<file path="config.mk">
export PLATFORM = sky130hd
export DESIGN_NAME = cache_fill_fsm_flat
export DESIGN_NICKNAME = d
export VERILOG_FILES = /design/src/rtl/cache_fill_if.sv /design/src/rtl/cache_fill_fsm.sv /design/src/flat_wrapper.sv
export SDC_FILE = /design/constraint.sdc
export NUM_CORES = 1
export LEC_CHECK = 0
export CORE_MARGIN = 5
export CORE_UTILIZATION = 41
export DETAILED_ROUTE_END_ITERATION = 8
export PLACE_DENSITY_LB_ADDON = 0.08
export SYNTH_ARGS = -nofsm -noshare
export SYNTH_HDL_FRONTEND = slang
export SYNTH_SLANG_ARGS = --single-unit
</file>
<file path="constraint.sdc">
create_clock -name clk -period 2.04 [get_ports clk]
set_input_delay 0.204 -clock clk [delete_from_list [all_inputs] [get_ports clk]]
set_output_delay 0.204 -clock clk [all_outputs]
set_load 0.02 [all_outputs]
</file>
<file path="src/rtl/cache_fill_if.sv">
// Handshake bundle between the cache miss controller, the cache arrays and main memory.
interface cache_fill_if;
  logic        miss_detected;
  logic [15:0] miss_address;
  logic        memory_data_valid;
  logic        fsm_busy;
  logic        mem_read;
  logic [15:0] memory_address;
  logic        write_data_array;
  logic [2:0]  word_index;
  logic        write_tag_array;
  logic [8:0]  meta_wdata;

  modport master (
    output miss_detected, miss_address, memory_data_valid,
    input  fsm_busy, mem_read, memory_address, write_data_array,
    input  word_index, write_tag_array, meta_wdata
  );

  modport slave (
    input  miss_detected, miss_address, memory_data_valid,
    output fsm_busy, mem_read, memory_address, write_data_array,
    output word_index, write_tag_array, meta_wdata
  );
endinterface

</file>
<file path="src/rtl/cache_fill_fsm.sv">
// Cache miss fill controller: issues WORDS sequential word reads, steers returned
// words into the data array, then strobes the metadata word for the filled line.
module cache_fill_fsm #(
  parameter int unsigned WORDS = 8
) (
  input logic         clk,
  input logic         rst,
  cache_fill_if.slave bus
);
  localparam int unsigned CW = $clog2(WORDS);
  localparam int unsigned BW = 16 - CW - 1;
  localparam logic [CW:0]   WORDS_C = (CW+1)'(WORDS);
  localparam logic [CW:0]   ONE_I   = (CW+1)'(1);
  localparam logic [CW-1:0] ONE_R   = CW'(1);
  localparam logic [CW-1:0] LAST_R  = CW'(WORDS - 1);

  typedef enum logic [1:0] {IDLE, FILL, TAG_WR} state_t;

  state_t        state, state_nx;
  logic [BW-1:0] blk_addr;
  logic          meta_valid;
  logic [CW:0]   issue_cnt;
  logic [CW-1:0] recv_cnt;

  always_ff @(posedge clk) begin
    if (rst) begin
      state      <= IDLE;
      blk_addr   <= '0;
      meta_valid <= 1'b0;
      issue_cnt  <= '0;
      recv_cnt   <= '0;
    end else begin
      state <= state_nx;
      case (state)
        IDLE: begin
          if (bus.miss_detected) begin
            blk_addr   <= bus.miss_address[15:CW+1];
            meta_valid <= 1'b1;
            issue_cnt  <= '0;
            recv_cnt   <= '0;
          end
        end
        FILL: begin
          if (issue_cnt < WORDS_C) issue_cnt <= issue_cnt + ONE_I;
          if (bus.memory_data_valid) recv_cnt <= recv_cnt + ONE_R;
        end
        default: ;
      endcase
    end
  end

  // meta_valid keeps meta_wdata at zero from reset until the first miss is latched.
  always_comb begin
    state_nx             = state;
    bus.fsm_busy         = 1'b0;
    bus.mem_read         = 1'b0;
    bus.memory_address   = '0;
    bus.write_data_array = 1'b0;
    bus.word_index       = '0;
    bus.write_tag_array  = 1'b0;
    bus.meta_wdata       = {meta_valid, 1'b0, blk_addr[BW-1 -: 7]};
    case (state)
      IDLE: begin
        if (bus.miss_detected) state_nx = FILL;
      end
      FILL: begin
        bus.fsm_busy         = 1'b1;
        bus.mem_read         = (issue_cnt < WORDS_C);
        if (bus.mem_read) bus.memory_address = {blk_addr, issue_cnt[CW-1:0], 1'b0};
        bus.write_data_array = bus.memory_data_valid;
        bus.word_index       = 3'(recv_cnt);
        if (bus.memory_data_valid && recv_cnt == LAST_R) state_nx = TAG_WR;
      end
      TAG_WR: begin
        bus.fsm_busy        = 1'b1;
        bus.write_tag_array = 1'b1;
        state_nx            = IDLE;
      end
      default: state_nx = IDLE;
    endcase
  end
endmodule
</file>
<file path="src/flat_wrapper.sv">
// flat-port wrapper written by rule: the top's interface ports become plain ports
module cache_fill_fsm_flat 
#(
  parameter int unsigned WORDS = 8
)
  (clk, rst, bus_miss_detected, bus_miss_address, bus_memory_data_valid, bus_fsm_busy, bus_mem_read, bus_memory_address, bus_write_data_array, bus_word_index, bus_write_tag_array, bus_meta_wdata);
  cache_fill_if bus_i ();
  input logic clk;
  input logic rst;
  input wire logic [$bits(bus_i.miss_detected)-1:0] bus_miss_detected;
  input wire logic [$bits(bus_i.miss_address)-1:0] bus_miss_address;
  input wire logic [$bits(bus_i.memory_data_valid)-1:0] bus_memory_data_valid;
  output wire logic [$bits(bus_i.fsm_busy)-1:0] bus_fsm_busy;
  output wire logic [$bits(bus_i.mem_read)-1:0] bus_mem_read;
  output wire logic [$bits(bus_i.memory_address)-1:0] bus_memory_address;
  output wire logic [$bits(bus_i.write_data_array)-1:0] bus_write_data_array;
  output wire logic [$bits(bus_i.word_index)-1:0] bus_word_index;
  output wire logic [$bits(bus_i.write_tag_array)-1:0] bus_write_tag_array;
  output wire logic [$bits(bus_i.meta_wdata)-1:0] bus_meta_wdata;
  assign bus_i.miss_detected = bus_miss_detected;
  assign bus_i.miss_address = bus_miss_address;
  assign bus_i.memory_data_valid = bus_memory_data_valid;
  assign bus_fsm_busy = bus_i.fsm_busy;
  assign bus_mem_read = bus_i.mem_read;
  assign bus_memory_address = bus_i.memory_address;
  assign bus_write_data_array = bus_i.write_data_array;
  assign bus_word_index = bus_i.word_index;
  assign bus_write_tag_array = bus_i.write_tag_array;
  assign bus_meta_wdata = bus_i.meta_wdata;
  cache_fill_fsm #(.WORDS(WORDS)) u_core (.clk(clk), .rst(rst), .bus(bus_i));
endmodule
</file>
* Word level (Yosys, flattened, before mapping)
Index checks and enable logic that the tools add are counted.
** Storage, ports and cells
- Memory bits (read-only) :: 0
- Input port bits :: 20
- Bits in latches :: 0
- Output and inout bits :: 32
- Bits in writable memories :: 0
- Word-level logic and storage cells :: 39
- Register bits after elaboration :: 22
- Memories kept :: 0
** Cells by class
- Add/sub/neg operators :: 2
- Shift-type cells :: 0
- $mul :: 0
- Bitwise logic cells :: 0
- Div/mod/pow operators :: 0
- Order comparisons :: 1
- Mux-type cells :: 16
- Equal/unequal tests :: 7
- Reduce and logical (&&, ||, !) cells :: 8
** Operators with widths (number)
- $mux W16 :: 2
- $mux W3 :: 3
- $mux W4 :: 2
- $pmux W4 S2 :: 1
- $pmux W3 S2 :: 1
- $reduce_and A3 Y1 :: 2
- $add A4 B1 Y4 const B :: 1
- $lt A4 B4 Y1 const B :: 1
- $mux W1 :: 4
- $mux W2 :: 2
- $ne A2 B1 Y1 const B :: 2
- $ne A2 B2 Y1 const B :: 2
- $pmux W2 S2 :: 1
- $reduce_and A2 Y1 :: 2
- $add A3 B1 Y3 const B :: 1
- $eq A3 B3 Y1 const B :: 1
- $eq A2 B1 Y1 const B :: 1
- $eq A2 B2 Y1 const B :: 1
- $logic_not A2 Y1 :: 1
- $reduce_bool A2 Y1 :: 1
- $reduce_or A2 Y1 :: 1
- $logic_and A1 B1 Y1 :: 1

* Depth between registers and ports, before layout
- Depth in word-level cells :: 4
- Mapped depth :: 6
- Depth with buffers taken out :: 5

* Worst setup path before layout
OpenSTA, ideal clock, no wires.
- Kind :: register -> output
- Start :: reg u_core.state[1]
- End :: out bus_memory_address[10]
- Setup slack :: 267 ps
- Arrival time :: 1569 ps
- Cell stages (with the launch flop) :: 6
- Data required time :: 1836 ps
- Path buffers :: 1
- Cell sequence :: dfxtp_1 > inv_1 > ha_1 > nor2b_1 > clkbuf_1 > and2_1
** On the way
- Cells in the longest elaborated chain, start to end :: 2
** Ends and longest elaborated chain
- start, declared :: line cache_fill_fsm.sv:19 : state_t state, state_nx;
- start signal, assigned :: line cache_fill_fsm.sv:33 : state <= state_nx;
- $eq A2 B1 Y1 :: line cache_fill_fsm.sv:62 : case (state)
- $mux W16 :: line cache_fill_fsm.sv:62
- end, declared :: line flat_wrapper.sv:15 : output wire logic [$bits(bus_i.memory_address)-1:0] bus_memory_address;
Every way passes these cells.

* Final worst setup path
- Start :: reg u_core.state[1]
- End :: out bus_memory_address[5]
Same word-level chain as after synthesis.

==> flow_metrics.env <==
export IMPL_status="finished, final reports clean"
export IMPL_wl_per_cell_um=12.89
export IMPL_grtUsageTotal_pct=14.20
export IMPL_start_kind="register"
export IMPL_synthCells=151
export IMPL_rows=19
export IMPL_cts_sinks=22
export IMPL_die_width_um=63.87
export IMPL_dpl_instance_area_mm2=0.001619
export IMPL_dr_pass1_iters=4
export IMPL_async_reset_ff_share_pct=0
export IMPL_drtAntennaViolNets=0
export IMPL_fill_cells=272
export IMPL_end_kind="primary output"
export IMPL_syn_to_final_growth_pct=35.96
export IMPL_cts_path_max_buffers=2
export IMPL_antenna_found_initial=0
export IMPL_power_density_mw_per_mm2=594.9
export IMPL_finalSetupTns_ps=0
export IMPL_grtUsageMet3_pct=4.904
export IMPL_vias=1086
export IMPL_p_leak_nw=0.7222
export IMPL_dp_hpwl_mm=2.114
export IMPL_drive_gt1_share_pct=5.851
export IMPL_layout_commonest_cell="nand2_1"
export IMPL_slew_headroom_pct=63.51
export IMPL_grt_use_met1_pct=17.01
export IMPL_rr_startpoint="u_core.state[1]$_SDFFE_PP0P_"
export IMPL_synth_seq_cells=22
export IMPL_finalClockSkew_ps=7.730
export IMPL_globalplace_congestion=0.7761
export IMPL_rsz0062_at_grt="no"
export IMPL_initial_core_util_pct=43.15
export IMPL_num_antenna_cells=0
export IMPL_drv_slew=0
export IMPL_crit_buf_inv=3
export IMPL_drt_total_wl_mm=2.824
export IMPL_syn_area_per_cell_um2=7.880
export IMPL_top_usage_layer="met2"
export IMPL_cts_root_buffer="clkbuf_4"
export IMPL_setup_worst_path_class="register to primary output"
export IMPL_die_y_um=63.87
export IMPL_cts_tree="done"
export IMPL_final_cell_mix="nand2_1, clkdlybuf4s50_1, and2_1, dfxtp_1, a21oi_1"
export IMPL_grt_pass1_vias=1044
export IMPL_slowest_delay_ps=350
export IMPL_final_setup_viol_count=0
export IMPL_grt_ovfl_total=0
export IMPL_synth_edf_count=0
export IMPL_fmax_ghz=0.5207
export IMPL_synth_top_area_share_pct=37.01
export IMPL_coreArea_mm2=0.002758
export IMPL_max_vdd_ir_drop_uv=480.1
export IMPL_cap_violations=0
export IMPL_worstPathMaxFanout=18
export IMPL_crit_required_ps=1840
export IMPL_die_area_mm2=0.004079
export IMPL_ctsHtreeMaxLevel=1
export IMPL_numCtsBuffers=3
export IMPL_final_hold_viol_count=0
export IMPL_clk_latency_ps=300
export IMPL_port_buffers=45
export IMPL_viasPerCell=4.959
export IMPL_min_delay_start="bus_miss_address[9]"
export IMPL_arrival_ps=1720
export IMPL_synth_ff_type="dfxtp_1"
export IMPL_cp_top_family="buffers and inverters"
export IMPL_cts_hold_fix_buffers=0
export IMPL_ys_types=29
export IMPL_ys_seq_area_share_pct=37.01
export IMPL_yosys_area_top_type="dfxtp_1"
export IMPL_route_detailed_drc=0
export IMPL_cp_cell_sequence="inv_1 > ha_1 > nor2b_1 > buf_4 > and2_1 > dlygate4sd2_1"
export IMPL_final_nets=217
export IMPL_max_slew_worst_pin_slew_ps=545.6
export IMPL_hold_class="primary input to register"
export IMPL_fin_crit_sh_pct=94.14
export IMPL_netlist_area_mm2=0.001190
export IMPL_grt_pass1_wl_mm=4.788
export IMPL_first_iter_violations=35
export IMPL_synth_area_leaders="dfxtp_1, and2_1, nand2_1"
export IMPL_pin_count=52
export IMPL_worst_setup_path_startpoint="u_core.state[1]$_SDFFE_PP0P_"
export IMPL_min_period_ps=1920
export IMPL_clkTransAtPathRegs_ps=120
export IMPL_grtUsageMet2_pct=22.61
export IMPL_yosysWarnings=0
export IMPL_fin_area_mm2=0.001618
export IMPL_grt_max_degree=19
export IMPL_crit_slowest_cell="dfxtp_2"
worst paths after layout:
path | slack, ps | to | cells past startpoint
worst max-delay path | 120 | bus_memory_address[5] | 6
worst min-delay path | 430 | u_core.blk_addr[5]$_SDFFE_PP0P_ | 3
worst max register to register | 430 | u_core.issue_cnt[2]$_SDFFE_PP0P_ | 6
worst min register to register | 460 | u_core.blk_addr[2]$_SDFFE_PP0P_ | 2
per-stage QoR:
step	total power, W	hold slack, ps	utilization, %	worst slack, ps	cells
2_1_floorplan	0.0006763	340.0	-	267.4	152
3_3_place_gp	0.0007855	436.9	58.71	195.9	216
3_5_place_dp	0.0007940	443.9	58.71	160.8	216
4_1_cts	0.0009781	425.4	58.62	57.12	219
5_1_grt	0.001028	434.0	58.67	1.749	219
6_report	0.0009624	434.5	58.67	119.5	219
sequential cells by signal, indices dropped and copies added, names as in the netlist:
signal             count
u_core.issue_cnt       4
u_core.blk_addr       12
u_core.recv_cnt        3
u_core.state           2
u_core.meta_valid      1
cells by family after synthesis:
family,count (synthesis),share of synthesized area [%]
compound gates,31,15.25
fa+ha+maj,7,7.360
mux,1,0.8413
simple gates,68,29.44
flops,22,37.01
other cells,1,0.3152
buf+inv,21,9.779
worst reg2reg max path, stage by stage (launching register included):
cell     delay [ps]
dfxtp_2         350
inv_1           100
ha_1            170
buf_4           180
mux2i_1         130
or4_1           480
a21oi_1         150
synthesized netlist by cell type, drive strengths merged (3+ instances only):
cell	number
a21oi	18
o21ai	3
buf	10
and2	21
inv	4
clkbuf	7
ha	7
nor2b	4
nor2	5
nand3	3
nand2	26
dfxtp	22
power breakdown:
part	internal (W)	leakage, nW	switching, W	total (W)
clock	0.0000688	0.0138	0.000124	0.000192
sequential	0.000458	0.180	0.0000173	0.000475
combinational	0.000132	0.528	0.000163	0.000295
per-layer routing:
metal / wire length [µm] / vias to the layer above / share of wire [%]
met3: 221 / 6 / 7.8
met5: 0 / - / 0
met4: 46 / 0 / 1.6
li1: - / 563 / -
met2: 1298 / 31 / 46
met1: 1258 / 486 / 45
repair_timing:
action / in CTS / in global routing
gates cloned: 0 / 0
endpoints found under the setup margin: 20 / 14
buffers inserted: 0 / 0
resized for setup: 20 / 6
final cells by class:
cell class / count / area (µm²) / area share (%)
Sequential cell: 22 / 441.7 / 27.30
Clock buffer: 3 / 22.52 / 1.392
Multi-Input combinational cell: 109 / 636.9 / 39.37
Timing Repair Buffer: 50 / 462.9 / 28.62
Tap cell: 31 / 38.79 / 2.398
Inverter: 4 / 15.01 / 0.9281
(Power assumes the default switching activity.)
